File: config.mk
export PLATFORM = sky130hd
export DESIGN_NAME = mem_stage_flat
export DESIGN_NICKNAME = d
export VERILOG_FILES = /design/src/rtl/mem_stage_if.sv /design/src/rtl/mem_stage.sv /design/src/flat_wrapper.sv
export SDC_FILE = /design/constraint.sdc
export NUM_CORES = 1
export LEC_CHECK = 0
export BUFFER_PORTS_ARGS = -buffer_cell sky130_fd_sc_hd__buf_2
export CAP_MARGIN = 20
export CORE_AREA = 2 2 170 172
export CTS_CLUSTER_SIZE = 30
export DETAILED_ROUTE_END_ITERATION = 7
export DIE_AREA = 0 0 172 174
export GPL_TIMING_DRIVEN = 0
export PLACE_DENSITY_LB_ADDON = 0.2
export SYNTH_ARGS = -nofsm -noshare
export SYNTH_HDL_FRONTEND = slang
export SYNTH_SLANG_ARGS = --single-unit
File: constraint.sdc
create_clock -name clk -period 3.72 [get_ports clk]
set_input_delay 0.186 -clock clk [delete_from_list [all_inputs] [get_ports clk]]
set_output_delay 0.186 -clock clk [all_outputs]
set_load 0.01 [all_outputs]
File: src/rtl/mem_stage_if.sv
// Pipeline link between two stages: valid/bus travel downstream, allowin travels upstream.
// The same interface carries EXE->MEM (179-bit bus) and MEM->WB (173-bit bus).
interface mem_stage_if #(
    parameter int BUS_W = 32
);
    logic             valid;
    logic [BUS_W-1:0] bus;
    logic             allowin;

    // master sends an instruction downstream, slave accepts it
    modport master (output valid, output bus, input allowin);
    modport slave  (input valid, input bus, output allowin);
endinterface

File: src/rtl/mem_stage.sv
// MEM stage of the 5-stage LoongArch pipeline: load extraction, exception gating, MEM->WB handoff.
// Optional MEM_FWD_EN: forward final_result to ID; otherwise ID sees a zeroed data field.
module mem_stage #(
    parameter int ES_BUS_W = 179,
    parameter int MS_BUS_W = 173
) (
    input  logic               clk,
    input  logic               reset,
    mem_stage_if.slave         es_to_ms,
    mem_stage_if.master        ms_to_ws,
    input  logic [31:0]        data_sram_rdata,
    output logic               mem_ex,
    input  logic               wb_ex,
    input  logic               wb_ertn,
    // {ms_valid, gr_we_eff, is_load, dest[4:0], final_result[31:0]} = 40 bits
    output logic [39:0]        ms_fwd_bus
);

    typedef enum logic {
        FRESH = 1'b0,
        HELD  = 1'b1
    } hold_state_t;

    logic                r_ms_valid;
    logic [ES_BUS_W-1:0] r_bus;
    logic [31:0]         r_rdata_hold;
    hold_state_t         r_hold_state;
    hold_state_t         w_hold_next;

    logic        w_flush;
    logic        w_ms_ready_go;
    logic        w_ms_allowin;
    logic        w_capture;
    logic        w_hold_load;
    logic [31:0] w_load_raw;
    logic [31:0] w_load_data;
    logic [31:0] w_final;
    logic        w_exc;
    logic        w_gr_we_eff;

    logic        w_has_int;
    logic [3:0]  w_exc_op;
    logic [31:0] w_rj;
    logic [31:0] w_rkd;
    logic [33:0] w_csr_data;
    logic [4:0]  w_ld_op;
    logic        w_res_from_mem;
    logic        w_gr_we;
    logic [4:0]  w_dest;
    logic [31:0] w_result;
    logic [31:0] w_pc;
    logic [1:0]  w_addr_lo;

    assign {w_has_int, w_exc_op, w_rj, w_rkd, w_csr_data, w_ld_op,
            w_res_from_mem, w_gr_we, w_dest, w_result, w_pc} = r_bus;
    assign w_addr_lo = w_result[1:0];

    assign w_flush       = wb_ex | wb_ertn;
    assign w_ms_ready_go = 1'b1;
    assign w_ms_allowin  = !r_ms_valid || (w_ms_ready_go && ms_to_ws.allowin);
    assign w_capture     = es_to_ms.valid && w_ms_allowin && !w_flush;

    assign es_to_ms.allowin = w_ms_allowin;
    assign ms_to_ws.valid   = r_ms_valid && w_ms_ready_go && !w_flush;

    always_ff @(posedge clk) begin
        if (reset) begin
            r_ms_valid   <= 1'b0;
            r_bus        <= '0;
            r_rdata_hold <= '0;
        end else begin
            if (w_flush) begin
                r_ms_valid <= 1'b0;
            end else if (w_ms_allowin) begin
                r_ms_valid <= es_to_ms.valid;
            end
            if (w_capture) begin
                r_bus <= es_to_ms.bus;
            end
            if (w_hold_load) begin
                r_rdata_hold <= data_sram_rdata;
            end
        end
    end

    // SRAM data is only valid one cycle after capture; keep it across a WB stall
    always_ff @(posedge clk) begin
        if (reset) begin
            r_hold_state <= FRESH;
        end else begin
            r_hold_state <= w_hold_next;
        end
    end

    always_comb begin
        w_hold_next = r_hold_state;
        w_hold_load = 1'b0;
        w_load_raw  = data_sram_rdata;
        case (r_hold_state)
            FRESH: begin
                if (r_ms_valid && !w_ms_allowin) begin
                    w_hold_next = HELD;
                    w_hold_load = 1'b1;
                end
            end
            HELD: begin
                w_load_raw = r_rdata_hold;
                if (w_capture) begin
                    w_hold_next = FRESH;
                end
            end
            default: w_hold_next = FRESH;
        endcase
        if (w_flush) begin
            w_hold_next = FRESH;
            w_hold_load = 1'b0;
        end
    end

    logic [7:0]  w_byte [4];
    logic [15:0] w_half [2];

    for (genvar gi = 0; gi < 4; gi++) begin : g_byte_lane
        assign w_byte[gi] = w_load_raw[8*gi +: 8];
    end
    for (genvar gi = 0; gi < 2; gi++) begin : g_half_lane
        assign w_half[gi] = w_load_raw[16*gi +: 16];
    end

    // ld_op = {ld_b, ld_bu, ld_h, ld_hu, ld_w}; ld_w and ld_op==0 both return the word
    always_comb begin
        w_load_data = w_load_raw;
        case (w_ld_op)
            5'b10000: w_load_data = {{24{w_byte[w_addr_lo][7]}}, w_byte[w_addr_lo]};
            5'b01000: w_load_data = {24'd0, w_byte[w_addr_lo]};
            5'b00100: w_load_data = {{16{w_half[w_addr_lo[1]][15]}}, w_half[w_addr_lo[1]]};
            5'b00010: w_load_data = {16'd0, w_half[w_addr_lo[1]]};
            default:  w_load_data = w_load_raw;
        endcase
    end

    assign w_final     = w_res_from_mem ? w_load_data : w_result;
    assign w_exc       = w_has_int || (|w_exc_op);
    assign w_gr_we_eff = w_gr_we && !w_exc;
    assign mem_ex      = r_ms_valid && w_exc;

    assign ms_to_ws.bus = {w_has_int, w_exc_op, w_rj, w_rkd, w_csr_data,
                           w_gr_we_eff, w_dest, w_final, w_pc};

`ifdef MEM_FWD_EN
    assign ms_fwd_bus = {r_ms_valid, r_ms_valid && w_gr_we_eff,
                         r_ms_valid && w_res_from_mem, w_dest, w_final};
`else
    assign ms_fwd_bus = {r_ms_valid, r_ms_valid && w_gr_we_eff,
                         r_ms_valid && w_res_from_mem, w_dest, 32'd0};
`endif

endmodule

File: src/flat_wrapper.sv
// flat-port wrapper written by rule: the top's interface ports become plain ports
module mem_stage_flat 
#(
    parameter int ES_BUS_W = 179,
    parameter int MS_BUS_W = 173
)
  (clk, reset, data_sram_rdata, mem_ex, wb_ex, wb_ertn, ms_fwd_bus, es_to_ms_valid, es_to_ms_bus, es_to_ms_allowin, ms_to_ws_valid, ms_to_ws_bus, ms_to_ws_allowin);
  mem_stage_if #(.BUS_W(179)) es_to_ms_i ();
  mem_stage_if #(.BUS_W(173)) ms_to_ws_i ();
  input  logic clk;
  input  logic reset;
  input  logic [31:0] data_sram_rdata;
  output logic mem_ex;
  input  logic wb_ex;
  input  logic wb_ertn;
  output logic [39:0] ms_fwd_bus;
  input wire logic [$bits(es_to_ms_i.valid)-1:0] es_to_ms_valid;
  input wire logic [$bits(es_to_ms_i.bus)-1:0] es_to_ms_bus;
  output wire logic [$bits(es_to_ms_i.allowin)-1:0] es_to_ms_allowin;
  output wire logic [$bits(ms_to_ws_i.valid)-1:0] ms_to_ws_valid;
  output wire logic [$bits(ms_to_ws_i.bus)-1:0] ms_to_ws_bus;
  input wire logic [$bits(ms_to_ws_i.allowin)-1:0] ms_to_ws_allowin;
  assign es_to_ms_i.valid = es_to_ms_valid;
  assign es_to_ms_i.bus = es_to_ms_bus;
  assign es_to_ms_allowin = es_to_ms_i.allowin;
  assign ms_to_ws_valid = ms_to_ws_i.valid;
  assign ms_to_ws_bus = ms_to_ws_i.bus;
  assign ms_to_ws_i.allowin = ms_to_ws_allowin;
  mem_stage #(.ES_BUS_W(ES_BUS_W), .MS_BUS_W(MS_BUS_W)) u_core (.clk(clk), .reset(reset), .es_to_ms(es_to_ms_i), .ms_to_ws(ms_to_ws_i), .data_sram_rdata(data_sram_rdata), .mem_ex(mem_ex), .wb_ex(wb_ex), .wb_ertn(wb_ertn), .ms_fwd_bus(ms_fwd_bus));
endmodule
==> results of run 1 <==
-- path summary, 6_finish.rpt --
path | endpoint | slack [ns] | cells past startpoint | startpoint
setup / recovery | ms_to_ws_bus[34] | 0.84 | 8 | u_core.r_bus[33]$_SDFFE_PP0N_
hold / removal | u_core.r_rdata_hold[0]$_SDFFE_PP0P_ | 0.29 | 6 | ms_to_ws_allowin
setup reg to reg | u_core.r_bus[147]$_SDFFE_PP0N_ | 1.34 | 7 | u_core.r_ms_valid$_SDFFE_PP0N_
hold reg to reg | u_core.r_bus[96]$_SDFFE_PP0N_ | 0.45 | 2 | u_core.r_bus[96]$_SDFFE_PP0N_
-- cells by family (layout without fill, tap and decap cells) --
family,Yosys count,after routing,synth area share (%)
and+or+nand+nor,507,507,20.1
AOI/OAI and AO/OA,278,278,15.7
buffers and inverters,276,935,17.8
DFF,213,213,42.1
muxes,38,38,3.97
xor gates and xnor gates,2,2,0.173
other,1,33,0.0371
-- worst reg2reg max path: cells and delay by family (launching register included) --
| family | cells | cell delay (ns) |
|---|---|---|
| simple gates | 3 | 0.65 |
| buf+inv | 3 | 1.01 |
| flops | 1 | 0.45 |
| compound gates | 1 | 0.18 |
-- state kept, by name, summed over array words and instances (netlist names) --
name                 count
u_core.r_bus           179
u_core.r_hold_state      1
u_core.r_ms_valid        1
u_core.r_rdata_hold     32
-- metrics by stage --
| stage | worst slack (ns) | hold WS [ns] |
|---|---|---|
| finish | 0.841 | 0.288 |
| global route | 0.684 | 0.327 |
| CTS | 0.827 | 0.253 |
| detailed placement | 1.31 | 0.431 |
| global placement | 1.31 | 0.428 |
| floorplan | 1.92 | 0.269 |
-- layer usage --
| layer | part of all wire [%] | wire length, um | GRT usage, % |
|---|---|---|---|
| met1 | 41 | 15000 | 27.6 |
| met2 | 50 | 18400 | 42.6 |
| met3 | 6.1 | 2240 | 4.53 |
| met4 | 3.1 | 1140 | 7.32 |
| met5 | 0 | 0 | 0 |
-- placed cells by master, fill, tap and decap left out, types with 7 or more instances in the layout --
cell and instances:
o22ai_1 7, buf_2 419, buf_4 185, dlygate4sd3_1 215, clkbuf_16 25, clkbuf_1 59
conb_1 32, mux2_2 13, nor2_1 26, mux2i_1 24, a21oi_1 213, o22a_1 24
clkbuf_8 11, dfxtp_1 213, o21ai_0 7, nand2_1 445
-- cell type report --
class,count,area [um2],area share (%)
flip-flops and latches,213,4260,27.1
diodes,1,2.50,0.0159
plain buffers,272,1790,11.4
well taps,384,480,3.06
clock buffers,38,785,4.99
multi-input cells,857,4170,26.5
repair buffers,614,4150,26.4
inverters,4,15.0,0.0955
clock inverters,7,66.3,0.422
-- power breakdown --
| part | switching [uW] | leakage, uW | internal, uW |
|---|---|---|---|
| Combinational | 428 | 0.00508 | 478 |
| Clock | 980 | 0.000424 | 1520 |
| Sequential | 36.1 | 0.00173 | 2350 |
| Total | 1440 | 0.00723 | 4340 |
==> results.toml, run 1 <==
[outcome]
status = "completed"

[clock_network]
cts_buffers = 25
clock_sinks = 213
cts-htree-levels = 1
clk_pin_slew_ns = 0.06
post-cts-setup-buffers = 0
root_buffer = "clkbuf_16"
clockBufferDepth = 3
cts_resized = 0
cts_tree = "built"
insertion_delay_ns = 0.52
hold_buffers = 215

[routing]
dr.pass1.iters = 4
vias_per_cell = 4.58
ant_nets = 0
drc_errors = 0
finalWirelength_um = 36800
routedWlPerCell_um = 15.4
first_iter_violations = 490
num_vias = 10900

[finish]
area.growth.synth_to_final_pct = 55.3
fill_cells = 2650
final_cells = 2390
final_area_mm2 = 0.0157
layout-drive-gt1-share_pct = 33.7
fin_util_pct = 55.7
nets = 2204

[pwr]
p_leak_uw = 0.00723
fin_total_pwr_uw = 5780
ir_drop_uv = 316
p_per_area_mw_per_mm2 = 368

[sta]
setup_tns_ns = 0
slew_viol_final = 0
skew_ns = 0.00587
tightestPinTransition_ns = 1.00
setup_viol = 0
fmax_mhz = 347
period_share_pct = 77.4
slew_headroom_pct = 32.5
hold_viol = 0
rsz0062_at_grt = "false"
finalCriticalPeriod_ns = 2.88

[logic_synthesis]
seq_area_frac_synth_pct = 42.1
ys_seq_elements = 213
ys_types = 53
synth_top_area_share_pct = 42.1
synth_cells = 1315
postSynth.asyncResetShare_pct = 0
synth_top_area_cell = "dfxtp_1"
ys_top_cells_by_count = "nand2_1, a21oi_1, dfxtp_1"
yosysWarningCount = 0
ys.flop_type = "dfxtp_1"
postSynthAreaPerCell_um2 = 7.69
syn_area_mm2 = 0.0101
synth.area.top_cells = "dfxtp_1, nand2_1, buf_4"
synth-edff-count = 0
yosysMostFrequentCell = "nand2_1"

[flow_run]
max-cap-violations = 0

[grt]
grt-ovfl-total = 0
grt_start_max_net_pins = 13
antenna_found_initial = 1
track_usage_pct = 23.5
grt_pass1_vias = 10700
grt_pass1_wl_um = 55800

[die]
die-area_mm2 = 0.0299
row_count = 62
die_w_um = 172
initial_core_util_pct = 35.8
dieHeight_um = 174
core_mm2 = 0.0282
ios = 433

[worst_setup_path]
arrival_ns = 2.69
critPathTopFamily = "compound AO/OA/AOI/OAI gates"
start_kind = "register"
cp_cell_sequence = "clkbuf_2 -> inv_1 -> buf_4 -> nor4_1 -> o31ai_1 -> nand2_1 -> a31oi_1 -> buf_2"
cp_slowest_cell = "o31ai_1"
path_class = "register to output pin"
required_ns = 3.53
crit_fanout = 10
cp-end-kind = "output pin"
slowest_delay_ns = 0.84
crit_buf_inv = 4

[placement]
dpl.cell_count = 2129
place_hpwl_um = 26800
port_buffers = 399
dpl_cell_area_mm2 = 0.0127
gp_congestion = 0.922

[worst_hold_path]
hold_class = "primary input to register"
Note: power is estimated with default switching activity, not from simulation.
==> run 2: changes to the inputs <==
CORE_AREA = 2 2 169 171   (was 2 2 170 172)
DIE_AREA = 0 0 171 173   (was 0 0 172 174)
clock period = 2.4 ns   (was 3.72 ns; I/O delays follow)
==> run 2 against run 1 <==
The run now ends with negative setup slack left. Clock skew rose by 0.0016 ns. Total power grew 54%. Combinational power grew 71%. Worst setup slack got worse by 0.96 ns. Critical path depth is 1 higher. Largest power group is now registers. Highest routed layer unchanged.
==> results.toml, run 2 (synthesis results as in run 1) <==
[outcome]
status = "complete, but fails checks"
violations = "negative setup slack"

[routing]
ant_nets = 0
finalWirelength_um = 38600
first_iter_violations = 567
num_vias = 11200
vias_per_cell = 4.68
dr.pass1.iters = 5
routedWlPerCell_um = 16.0
drc_errors = 0

[finish]
layout-drive-gt1-share_pct = 36.4
final_common_cell = "nand2_1"
area.growth.synth_to_final_pct = 62.9
final_cells = 2403
largest_reg_flops = 179
final_cell_mix = "nand2_1, buf_2, dlygate4sd3_1"
nets = 2228
n_antenna_cell = 0
multiInputGateArea_mm2 = 0.00455
top_register = "u_core.r_bus"
reg_top3 = "u_core.r_bus: 179 flops, u_core.r_rdata_hold: 32 flops"
regArea_mm2 = 0.00427
fill_cells = 2431

[placement]
place_hpwl_um = 26700
gp_congestion = 0.926
dpl.cell_count = 2123
port_buffers = 399
pre_cts_ws_ns = -0.0381

[sta]
slew_viol_final = 0
hold_viol = 0
rsz0062_at_grt = "true"
tightestPinTransition_ns = 0.897
fmax_mhz = 398
setup_viol = 28
period_share_pct = 105
finalCriticalPeriod_ns = 2.52
setup_tns_ns = -1.97
skew_ns = 0.00747
hold_ws_ns = 0.164
layout_setup_ws_ns = -0.115
slew_headroom_pct = 40.2

[clock_network]
clk_pin_slew_ns = 0.06
clockBufferDepth = 3
cts_tree = "built"
cts_buffers = 25
clock_sinks = 213
cts-htree-levels = 1
root_buffer = "clkbuf_16"
insertion_delay_ns = 0.52

[grt]
antenna_found_initial = 0
track_usage_pct = 24.4
grt-ovfl-total = 0
grt_start_max_net_pins = 13
grt_pass1_vias = 11000
grt_pass1_wl_um = 57500

[worst_setup_path]
r2r_setup_slack_ns = 0.21
crit_buf_inv = 4
slowest_delay_ns = 0.35
cp_slowest_cell = "mux2_4"
critPathTopFamily = "buffers and inverters"
required_ns = 2.28
path_class = "register to output pin"
cp_cell_sequence = "buf_12 -> mux2_4 -> nor2_4 -> a2111o_1 -> o311ai_4 -> buf_12 -> clkbuf_16 -> o22a_1 -> buf_6"
start_kind = "register"
crit_fanout = 8
cp-end-kind = "output pin"
cp_common_cell = "buf_12"
arrival_ns = 2.40

[die]
ios = 433
core_mm2 = 0.0276
die-area_mm2 = 0.0296
row_count = 61
initial_core_util_pct = 36.6
dieHeight_um = 173
die_w_um = 171

[pwr]
p_leak_uw = 0.00751
ir_drop_uv = 578
p_per_area_mw_per_mm2 = 540

[worst_hold_path]
hold_class = "primary input to register"

[flow_run]
max-cap-violations = 0
[run 2: cell types whose count changed in the layout (fill, tap and decap cells not counted), sizes merged]
cell,before,now
buf,613,636
diode,1,0
inv,4,5
clkinv,5,1
[run 2: what timing repair did]
item                       4_1_cts  5_1_grt
hold buffers                   215        0
buffers inserted                 7       15
pin swaps                       12       16
hold endpoints to repair       213        0
cloned                           1        2
setup endpoints to repair       87      133
resized for setup               77       44
[run 2: cell type report]
| cell class | count | area share [%] |
|---|---|---|
| clock buffers | 37 | 4.37 |
| repair buffers | 639 | 27.5 |
| flip-flops and latches | 213 | 25.9 |
| multi-input cells | 857 | 27.6 |
| inverters | 4 | 0.0911 |
| plain buffers | 271 | 11.4 |
| well taps | 378 | 2.87 |
| clock inverters | 4 | 0.311 |
[run 2: per-stage QoR]
stage	area [um2]	util (%)	power [uW]
floorplan	10200	-	4400
global placement	12700	46.0	4880
detailed placement	12700	46.0	4890
CTS	16100	58.2	8910
global route	16500	59.6	9240
finish	16500	59.6	8890
[run 2: metal layers]
metal	up-vias	GRT usage, %	routed length [um]
met5	-	0	0
met4	0	9.46	1720
met3	111	5.31	2730
met2	441	43.5	19200
met1	5194	28.1	14900
li1	5491	-	-
[run 2: worst register-to-register path, cell delays in order (launching register included)]
cell and delay [ns]:
dfxtp_1 0.39, nand2b_1 0.10, buf_2 0.17, and3_1 0.18, buf_2 0.30, clkbuf_2 0.38
buf_2 0.30, nand2_1 0.12, a21oi_1 0.17
[run 2: path summary, 6_finish.rpt]
path                                                            from                                   end  cells after the start
worst max-delay path                  u_core.r_hold_state$_SDFF_PP0_                      ms_to_ws_bus[56]                      9
worst min-delay path                                ms_to_ws_allowin   u_core.r_rdata_hold[1]$_SDFFE_PP0P_                      6
worst max register to register        u_core.r_ms_valid$_SDFFE_PP0N_        u_core.r_bus[114]$_SDFFE_PP0N_                      8
worst min register to register  u_core.r_rdata_hold[30]$_SDFFE_PP0P_  u_core.r_rdata_hold[30]$_SDFFE_PP0P_                      2
[run 2: power by group]
part	leakage, uW	total, uW	internal [uW]	switching [uW]
logic	0.00540	1550	831	718
registers	0.00173	3700	3640	58.8
clock network	0.000375	3650	2160	1480
==> run 3: changes to the inputs <==
BUFFER_PORTS_ARGS = -buffer_cell sky130_fd_sc_hd__clkbuf_2   (was -buffer_cell sky130_fd_sc_hd__buf_2)
CTS_CLUSTER_DIAMETER = 200   (was not set)
==> run 3 against run 2 <==
The run still ends with negative setup slack left. Critical path type unchanged. Critical endpoint is now ms_to_ws_bus[59]. Count of clock-buffer cells in the layout is 26 lower. Largest cell class unchanged. Register-to-register slack lost 0.06 ns. Via count is 1.8% lower.
==> results.toml, run 3 (synthesis results as in run 1) <==
[worst_setup_path]
cp_cell_sequence = "buf_8 -> mux2_4 -> nor2_4 -> a2111o_1 -> o311ai_4 -> buf_12 -> clkbuf_16 -> o22a_1 -> buf_6"
cp_slowest_cell = "dfxtp_2"
crit_fanout = 7
cp-end-kind = "output pin"
critPathTopFamily = "buffers and inverters"
start_kind = "register"
required_ns = 2.28
arrival_ns = 2.40
crit_buf_inv = 4
path_class = "register to output pin"
slowest_delay_ns = 0.38

[sta]
layout_setup_ws_ns = -0.124
fmax_mhz = 396
skew_ns = 0.0428
period_share_pct = 105
hold_ws_ns = 0.246
finalCriticalPeriod_ns = 2.52
setup_viol = 29
slew_headroom_pct = 38.9
rsz0062_at_grt = "true"
hold_viol = 0
slew_viol_final = 0
tightestPinTransition_ns = 0.917

[clock_network]
cts-htree-levels = 1
cts_tree = "built"
clk_pin_slew_ns = 0.12
clockBufferDepth = 3
clock_sinks = 213
insertion_delay_ns = 0.48
root_buffer = "clkbuf_16"
cts_buffers = 11

[grt]
grt_pass1_wl_um = 55900
antenna_found_initial = 2
grt-ovfl-total = 0
grt_start_max_net_pins = 31
track_usage_pct = 23.7
grt_pass1_vias = 10700

[pwr]
ir_drop_uv = 588
p_leak_uw = 0.00715
intPower_uw = 5320
pwr-share-seq_pct = 50.5
p_per_area_mw_per_mm2 = 459
switching_power_uw = 2010
p_comb_share_pct = 21.1
swShare_pct = 27.4
p_clk_share_pct = 28.4
fin_total_pwr_uw = 7320

[routing]
num_vias = 11000
routedWlPerCell_um = 15.9
dr.pass1.iters = 5
drc_errors = 0
ant_nets = 0
first_iter_violations = 613
finalWirelength_um = 37600
vias_per_cell = 4.66

[placement]
place_hpwl_um = 26600
gp_congestion = 0.926
dpl.cell_count = 2123
port_buffers = 399

[outcome]
status = "complete, but fails checks"
violations = "negative setup slack"

[finish]
reg_top3 = "u_core.r_bus: 179 flops, u_core.r_rdata_hold: 32 flops"
final_cells = 2368
largest_reg_flops = 179
final_cell_mix = "nand2_1, clkbuf_2, dlygate4sd3_1"
area.growth.synth_to_final_pct = 57.5
fill_cells = 2535
top_register = "u_core.r_bus"
fin_util_pct = 57.7
final_common_cell = "nand2_1"
layout-drive-gt1-share_pct = 35.7
multiInputGateArea_mm2 = 0.00457
regArea_mm2 = 0.00427
nets = 2207

[die]
die_w_um = 171
dieHeight_um = 173
die-area_mm2 = 0.0296
row_count = 61
initial_core_util_pct = 36.6
core_mm2 = 0.0276
ios = 433

[flow_run]
max-cap-violations = 0

[worst_hold_path]
hold_class = "primary input to register"
==> run 3: final timing paths <==
kind	startpoint	slack [ns]	cells after the start	to
max reg2reg	u_core.r_ms_valid$_SDFFE_PP0N_	0.15	7	u_core.r_bus[85]$_SDFFE_PP0N_
min	reset	0.25	3	u_core.r_rdata_hold[2]$_SDFFE_PP0P_
max	u_core.r_hold_state$_SDFF_PP0_	-0.12	9	ms_to_ws_bus[59]
min reg2reg	u_core.r_bus[0]$_SDFFE_PP0N_	0.46	2	u_core.r_bus[0]$_SDFFE_PP0N_
==> run 3: what timing repair did <==
item	CTS	global route
hold buffers	217	0
gates resized for setup	53	90
hold endpoints to repair	213	0
setup buffers	0	12
pin swaps	8	24
endpoints found under the setup margin	118	32
gates cloned	2	3
==> run 3: area by class of cell <==
cell class / count / share of cell area (%)
inverter: 4 / 0.0942
multi-input combinational: 857 / 28.7
clock buffer: 11 / 1.73
tap: 378 / 2.97
antenna: 1 / 0.0157
clock inverter: 1 / 0.188
timing repair buffer: 633 / 28.0
sequential: 213 / 26.8
buffer: 270 / 11.6
==> run 3: through the flow <==
stage / TNS (ns) / setup WS (ns) / area [um2]
2_1_floorplan: 0 / 0.668 / 10200
3_3_place_gp: -0.0316 / -0.0136 / 12700
3_5_place_dp: -0.233 / -0.0358 / 12700
4_1_cts: -1.98 / -0.112 / 15500
5_1_grt: -4.30 / -0.199 / 15900
6_report: -2.17 / -0.124 / 15900
==> run 3: tightest hold or removal path, stage by stage <==
cell and delay, ns:
clkbuf_1 0.13, clkbuf_1 0.27, a21oi_1 0.17
==> run 3: metal layers <==
layer	part of all wire (%)	vias to the layer above	global-route usage, %
met5	0	-	0
met2	49	411	40.9
li1	-	5428	-
met4	4.6	0	10.8
met1	40	5091	28.2
met3	6.1	100	4.37
==> run 3: power groups by stage <==
stage | sequential (uW) | combinational, uW | clock, uW
floorplan | 3750 | 650 | 0
global placement | 3770 | 1120 | 0
detailed placement | 3770 | 1120 | 0
CTS | 3690 | 1440 | 2150
global route | 3710 | 1660 | 2240
finish | 3700 | 1540 | 2080
